`src/rtl/arb_pkg.sv`:
```
// Shared types and constants for the 4-way round-robin arbiter.
// Holds state encoding, requester count, pointer width and a one-hot decode helper.
package arb_pkg;

    localparam int NUM_REQ = 4;
    localparam int PTR_W   = 2;

    typedef enum logic {
        IDLE = 1'b0,
        BUSY = 1'b1
    } state_t;

    function automatic logic [PTR_W-1:0] onehot_to_idx(input logic [NUM_REQ-1:0] oh);
        logic [PTR_W-1:0] idx;
        idx = '0;
        for (int i = 0; i < NUM_REQ; i++) begin
            if (oh[i]) idx = PTR_W'(i);
        end
        return idx;
    endfunction

endpackage

```
`src/rtl/rr_pick_4.sv`:
```
// Pointer-ordered request selection: returns the first set request starting at ptr,
// scanning upward mod 4, as a one-hot pick plus an any-request flag.
module rr_pick_4
    import arb_pkg::*;
(
    input  logic [NUM_REQ-1:0] req,
    input  logic [PTR_W-1:0]   ptr,
    output logic [NUM_REQ-1:0] pick,
    output logic               any
);

    logic [2*NUM_REQ-1:0] dbl_req;
    logic [2*NUM_REQ-1:0] dbl_pick;
    logic [NUM_REQ-1:0]   rot_req;
    logic [NUM_REQ-1:0]   rot_pick;

    // Rotate so ptr sits at bit 0, take the lowest set bit, then rotate back.
    always_comb begin
        dbl_req  = {req, req} >> ptr;
        rot_req  = dbl_req[NUM_REQ-1:0];
        rot_pick = rot_req & (~rot_req + 4'd1);
        dbl_pick = {rot_pick, rot_pick} << ptr;
        pick     = dbl_pick[2*NUM_REQ-1:NUM_REQ];
        any      = |req;
    end

endmodule

```
`src/rtl/round_robin_arbiter_4.sv`:
```
// Four-requester round-robin arbiter with registered one-hot grant, hold timeout
// and a guaranteed one-cycle idle bubble between grants.
//
// state | meaning
// IDLE  | no grant held; arbitrate pending requests from PTR
// BUSY  | one grant held; release on DONE, owner drop or hold timeout
module round_robin_arbiter_4
    import arb_pkg::*;
#(
    parameter int MAX_HOLD = 8
) (
    input  logic clk,
    input  logic rst_n,
    input  logic R0,
    input  logic R1,
    input  logic R2,
    input  logic R3,
    input  logic DONE,
    output logic G0,
    output logic G1,
    output logic G2,
    output logic G3,
    output logic VALID
);

    localparam logic [7:0] HOLD_LAST = 8'(MAX_HOLD - 1);

    state_t             state_q, state_d;
    logic [NUM_REQ-1:0] grant_q, grant_d;
    logic               valid_q, valid_d;
    logic [PTR_W-1:0]   ptr_q, ptr_d;
    logic [PTR_W-1:0]   owner_q, owner_d;
    logic [7:0]         hold_q, hold_d;

    logic [NUM_REQ-1:0] req;
    logic [NUM_REQ-1:0] pick;
    logic               any_req;
    logic               release_now;

    assign req = {R3, R2, R1, R0};

    rr_pick_4 u_pick (
        .req  (req),
        .ptr  (ptr_q),
        .pick (pick),
        .any  (any_req)
    );

    assign release_now = DONE || !req[owner_q] || (hold_q == HOLD_LAST);

    always_ff @(posedge clk or negedge rst_n) begin
        if (!rst_n) begin
            state_q <= IDLE;
            grant_q <= '0;
            valid_q <= 1'b0;
            ptr_q   <= '0;
            owner_q <= '0;
            hold_q  <= '0;
        end else begin
            state_q <= state_d;
            grant_q <= grant_d;
            valid_q <= valid_d;
            ptr_q   <= ptr_d;
            owner_q <= owner_d;
            hold_q  <= hold_d;
        end
    end

    always_comb begin
        state_d = state_q;
        grant_d = grant_q;
        valid_d = valid_q;
        ptr_d   = ptr_q;
        owner_d = owner_q;
        hold_d  = hold_q;
        case (state_q)
            IDLE: begin
                if (any_req) begin
                    state_d = BUSY;
                    grant_d = pick;
                    valid_d = 1'b1;
                    owner_d = onehot_to_idx(pick);
                    hold_d  = '0;
                end
            end
            BUSY: begin
                if (release_now) begin
                    state_d = IDLE;
                    grant_d = '0;
                    valid_d = 1'b0;
                    ptr_d   = owner_q + 2'd1;
                    hold_d  = '0;
                end else begin
                    hold_d = hold_q + 8'd1;
                end
            end
            default: begin
                state_d = IDLE;
                grant_d = '0;
                valid_d = 1'b0;
            end
        endcase
    end

    assign G0    = grant_q[0];
    assign G1    = grant_q[1];
    assign G2    = grant_q[2];
    assign G3    = grant_q[3];
    assign VALID = valid_q;

endmodule

```
`config.mk`:
```
export PLATFORM = sky130hd
export DESIGN_NAME = round_robin_arbiter_4
export DESIGN_NICKNAME = d
export VERILOG_FILES = /design/src/rtl/arb_pkg.sv /design/src/rtl/rr_pick_4.sv /design/src/rtl/round_robin_arbiter_4.sv
export SDC_FILE = /design/constraint.sdc
export NUM_CORES = 1
export LEC_CHECK = 0
export ABC_AREA = 1
export CAP_MARGIN = 20
export CORE_UTILIZATION = 30
export DETAILED_ROUTE_END_ITERATION = 10
export SLEW_MARGIN = 20
export SYNTH_ARGS = -nofsm -noshare
export SYNTH_HDL_FRONTEND = slang
export SYNTH_SLANG_ARGS = --single-unit
```
`constraint.sdc`:
```
create_clock -name clk -period 3.4 [get_ports clk]
set_input_delay 0.68 -clock clk [delete_from_list [all_inputs] [get_ports clk]]
set_output_delay 0.68 -clock clk [all_outputs]
set_load 0.02 [all_outputs]
```
==> run_results.csv, run 1 <==
group,metric,value,unit
placed_design,pre_cts_ws,1.23,ns
sta,period_minus_slack,1.91,ns
yosys,ys_warn_count,0,
sta,fmax,0.522,GHz
critical_path,path_cells,"clkdlybuf4s50_1, inv_1, a21oi_1, o21ai_0, nand2_1, nand2_2, nor2_4, inv_2, nand2_4, nand2_1, nand2_1",
yosys,synth.distinct_cells,22,
outcome,status,"completed",
critical_path,cp_top_family,"buffers and inverters",
finish,nets,166,
drt,wirelength,2.29,mm
global_routing,use_met1,15.5,%
global_routing,antenna_found_initial,0,
yosys,avgSynthCellArea,7.97,um^2
sta,fin_crit_sh,56.3,%
clocking,cts_max_level,1,
critical_path,critPathLaunchType,"input port",
global_routing,grt_pass1_wl,4.27,mm
clocking,cts-resized-gates,0,
pwr,power_leakage,0.605,nW
drt,wl_per_cell,11.2,um
floorplanning,core,3660,um^2
sta,slew_headroom,44.7,%
critical_path,cp_num_buf_inv,3,
pwr,p_per_area,784,nW/um^2
clocking,postCtsSetupBuffers,0,
clocking,clkTransAtPathRegs,0.06,ns
floorplanning,die_w,63.8,um
global_routing,use_met3,2.86,%
clocking,cts_made_buffers,3,
run,drv_cap,0,
floorplanning,dieArea,4080,um^2
sta,finalHoldViolCount,0,
yosys,syn_inst,144,
critical_path,slowest_delay,0.55,ns
sta,skew,0.00213,ns
clocking,clock_latency,0.24,ns
yosys,synth_nets,152,
critical_path,crit_slowest_cell,"clkdlybuf4s50_1",
floorplanning,ios,12,
yosys,syn_area,1150,um^2
drt,ant_nets,0,
drt,vias,974,
sta,rsz0062_at_grt,"false",
finish,nFillCells,387,
sta,finalSetupViolations,0,
drt,drtIter0Drc,53,
placed_design,portBuffers,11,
critical_path,crit_path_end_kind,"register",
critical_path,critPathMostFrequentCell,"nand2_1",
placed_design,hpwl,1.80,mm
clocking,hold_buffers,0,
critical_path,critPathRequiredTime,3.58,ns
clocking,tritoncts,"done",
global_routing,use_met2,23.1,%
finish,layout_commonest_cell,"nand2_1",
finish,drive_gt1_share,17.3,%
worst_hold_path,holdCritPathClass,"register to register",
drt,avgViaCountPerCell,4.77,
global_routing,first_global_vias,1023,
global_routing,busiest_layer,"met2",
sta,setup_ws,1.49,ns
placed_design,gp_congestion,0.792,
finish,layout_common_cells,"nand2_1 (40), dfrtp_1 (18), nand3_1 (17)",
sta,tightest_slew,0.827,ns
floorplanning,initial_core_util,31.3,%
drt,first_pass_iters,4,
critical_path,arrival,2.10,ns
finish,antenna_cells,0,
floorplanning,die_height,63.8,um
sta,setup_tns,0,ns
global_routing,overflow,0,
sta,slew_viol_final,0,
clocking,clock-sinks,18,
clocking,cts-root-buf,"clkbuf_8",
yosys,ys_ff_latch,18,
clocking,max-clock-path-buffers,2,
floorplanning,num_rows,22,
yosys,synth.yosys.seq_area_share,39.3,%
drt,route.detailed.drc,0,
critical_path,cp_max_fo,7,
global_routing,grt.total_usage,13.1,%
pwr,ir_drop,383,uV
critical_path,worstSetupPathType,"input port to register",
global_routing,grt_max_degree,19,
finish,syn_to_final_growth,16.5,%
-- report_power, final --
part	switching [mW]	total (mW)	internal, mW
Sequential	0.0856	0.361	0.275
Clock	0.0641	0.142	0.0784
Combinational	0.337	0.545	0.208
Total	0.487	1.05	0.561
-- worst reg2reg max path, delay by kind of cell (launching register included) --
kind,cells,cell delay [ns]
buffers and inverters,1,0.16
flip-flops,1,0.60
AND/OR/NAND/NOR,9,0.88
-- cells by family after synthesis --
family,count (synthesis),share of synthesized area (%)
muxes,1,0.872
and+or+nand+nor,86,39.8
adders and majority gates,1,1.09
AOI/OAI and AO/OA,15,7.31
buffers and inverters,17,7.09
DFF,18,39.3
xor gates and xnor gates,6,4.58
-- synth_stat cells --
library cell | number | share of area (%)
nand3_2 | 7 | 6.1
xor2_1 | 5 | 3.8
dfrtp_1 | 18 | 39
o22ai_1 | 4 | 2.2
o21ai_0 | 7 | 3.1
nor2_1 | 3 | 0.98
a21oi_2 | 1 | 0.76
nand4_1 | 3 | 1.6
buf_6 | 2 | 2.0
a21oi_1 | 3 | 1.3
nand2_4 | 3 | 2.9
nand3_1 | 17 | 7.4
xnor2_1 | 1 | 0.76
inv_2 | 2 | 0.65
inv_1 | 12 | 3.9
mux2i_1 | 1 | 0.87
nor2_4 | 2 | 2.0
ha_1 | 1 | 1.1
nand2_2 | 8 | 4.4
inv_4 | 1 | 0.55
nor3_1 | 3 | 1.3
nand2_1 | 40 | 13
-- per-stage QoR --
stage | utilization (%) | instances | hold slack, ns | power [mW] | area (um^2)
after global placement | 35.4 | 201 | 0.467 | 0.892 | 1290
after CTS | 36.5 | 204 | 0.478 | 1.06 | 1340
final | 36.5 | 204 | 0.475 | 1.05 | 1340
after detailed placement | 35.4 | 201 | 0.466 | 0.910 | 1290
after floorplan | - | 144 | 0.384 | 0.792 | 1150
after global routing | 36.5 | 204 | 0.507 | 1.14 | 1340
-- worst paths after layout --
| path | cells past startpoint | slack, ns | endpoint | from |
|---|---|---|---|---|
| max reg2reg | 10 | 1.69 | grant_q[2] | ptr_q[0] |
| max | 11 | 1.49 | grant_q[2] | R1 |
| min in group asynchronous | 1 | 0.91 | ptr_q[1] | rst_n |
| min reg2reg | 2 | 0.47 | VALID | VALID |
| max in group asynchronous | 1 | 1.98 | grant_q[3] | rst_n |
| min | 2 | 0.47 | VALID | VALID |
-- flip-flops by register name (all words and copies together), names as in the netlist --
| register | cells |
|---|---|
| owner_q | 2 |
| ptr_q | 2 |
| VALID | 1 |
| hold_q | 8 |
| grant_q | 4 |
| state_q | 1 |
-- metal layers --
metal  part of all wire (%)  vias up
met5                      0        -
li1                       -      499
met4                   0.83        0
met2                     48        9
met1                     49      464
met3                    2.1        2
-- cell type report --
| class | instances | area, um^2 | area share, % |
|---|---|---|---|
| clock buffer | 3 | 41.3 | 3.09 |
| inverter | 15 | 58.8 | 4.40 |
| multi-input combinational | 109 | 616 | 46.1 |
| sequential | 18 | 450 | 33.7 |
| tap | 48 | 60.1 | 4.49 |
| timing repair buffer | 11 | 110 | 8.24 |
No activity file was read; power rests on OpenSTA's default activity.
==> run 2, diff against run 1 <==
==> constraint.sdc (replaced) <==
create_clock -name clk -period 1.7 [get_ports clk]
set_input_delay 0.34 -clock clk [delete_from_list [all_inputs] [get_ports clk]]
set_output_delay 0.34 -clock clk [all_outputs]
set_load 0.02 [all_outputs]
==> run 2 against run 1 <==
Against the previous run: global-route usage down 0.17 points; sequential power up 93%; via count rose by 4.5%; highest routed layer unchanged; core utilization increased by 1.2 points.
==> run_results.csv, run 2 (synthesized netlist as in run 1, its figures left out) <==
group,metric,value,unit
worst_hold_path,holdCritPathClass,"input port to async pin",
run,drv_cap,0,
clocking,clkTransAtPathRegs,0.07,ns
critical_path,crit_path_end_kind,"output pin",
clocking,max-clock-path-buffers,2,
placed_design,portBuffers,11,
clocking,hold_buffers,0,
outcome,status,"completed",
global_routing,grt_max_degree,19,
floorplanning,core,3660,um^2
finish,reg_top3,"hold_q (8), grant_q (4)",
critical_path,arrival,1.22,ns
critical_path,critPathLaunchType,"register",
clocking,cts-root-buf,"clkbuf_8",
sta,finalHoldViolCount,0,
drt,route.detailed.drc,0,
pwr,clockPowerShare,16.0,%
critical_path,cp_num_buf_inv,1,
floorplanning,num_rows,22,
sta,period_minus_slack,1.56,ns
sta,rsz0062_at_grt,"false",
sta,slew_viol_final,0,
placed_design,gp_congestion,0.739,
critical_path,worstSetupPathType,"register to output pin",
finish,drive_gt1_share,19.9,%
drt,wl_per_cell,11.4,um
global_routing,grt_pass1_wl,4.15,mm
clocking,clock_latency,0.25,ns
finish,nets,170,
placed_design,dp_cells,205,
finish,largest_reg_flops,8,
critical_path,cp_max_fo,2,
finish,regMostFlops,"hold_q",
clocking,cts-resized-gates,0,
drt,first_pass_iters,5,
sta,fin_hold_ws,0.410,ns
global_routing,overflow,0,
sta,slew_headroom,67.5,%
sta,fmax,0.641,GHz
finish,layout_commonest_cell,"nand2_1",
drt,drtIter0Drc,55,
critical_path,cp_top_family,"buffers and inverters",
pwr,power_leakage,0.631,nW
global_routing,grt.total_usage,12.9,%
critical_path,crit_slowest_cell,"clkdlybuf4s50_1",
floorplanning,die_height,63.8,um
drt,avgViaCountPerCell,4.87,
drt,vias,1018,
placed_design,hpwl,1.86,mm
clocking,cts_made_buffers,3,
pwr,p_per_area,1580,nW/um^2
clocking,postCtsSetupBuffers,0,
global_routing,antenna_found_initial,0,
finish,fin_util,37.7,%
sta,skew,0.00272,ns
pwr,comb_power_share,52.2,%
floorplanning,initial_core_util,31.3,%
clocking,clock-sinks,18,
floorplanning,ios,12,
clocking,tritoncts,"done",
pwr,switching_share,45.2,%
pwr,internal_power,1.20,mW
floorplanning,die_w,63.8,um
finish,antenna_cells,0,
sta,fin_crit_sh,91.8,%
floorplanning,dieArea,4080,um^2
drt,ant_nets,0,
clocking,cts_max_level,1,
critical_path,slowest_delay,0.61,ns
sta,tightest_slew,0.488,ns
finish,syn_to_final_growth,20.3,%
sta,finalSetupViolations,0,
pwr,switchingPower,0.988,mW
critical_path,path_cells,"clkdlybuf4s50_1",
finish,finalNonFillerCells,209,
global_routing,first_global_vias,969,
drt,wirelength,2.37,mm
finish,layout_common_cells,"nand2_1 (40), dfrtp_1 (18), nand3_1 (17)",
pwr,p_seq_share,31.8,%
critical_path,critPathRequiredTime,1.36,ns
pwr,ir_drop,654,uV
[run 2: power groups by stage]
stage	Sequential (mW)	Combinational, mW	Clock, mW
2_1_floorplan	0.689	0.895	0
4_1_cts	0.696	1.15	0.358
5_1_grt	0.714	1.28	0.378
6_report	0.696	1.14	0.350
3_3_place_gp	0.699	1.12	0
3_5_place_dp	0.699	1.16	0
[run 2: final cells by class]
class,count,area (um^2)
fill,390,2280
multi-input combinational,109,616
sequential,18,450
timing repair buffer,15,140
tap,48,60.1
inverter,15,58.8
clock buffer,4,55.1
[run 2: worst paths after layout]
check	startpoint	end	slack, ns	cells past startpoint
max	grant_q[3]	G3	0.14	1
min	rst_n	hold_q[7]	0.41	2
max reg2reg	ptr_q[1]	owner_q[0]	0.14	9
min reg2reg	grant_q[0]	grant_q[0]	0.48	2
max in group asynchronous	rst_n	grant_q[2]	1.09	2
min in group clk	grant_q[0]	grant_q[0]	0.48	2
[run 2: routing by layer]
metal	GRT usage, %	wire length (um)
met1	16.4	1130
met2	21.3	1130
met3	2.14	73
met4	5.97	35
met5	0	0
[run 2: metrics by stage]
step	area (um^2)	setup TNS [ns]	total power [mW]	setup WS (ns)
global placement	1330	-0.174	1.81	-0.0327
finish	1380	0	2.19	0.139
floorplan	1150	0	1.58	0.338
CTS	1380	0	2.21	0.128
global route	1380	0	2.38	0.0269
detailed placement	1330	-1.01	1.85	-0.0990
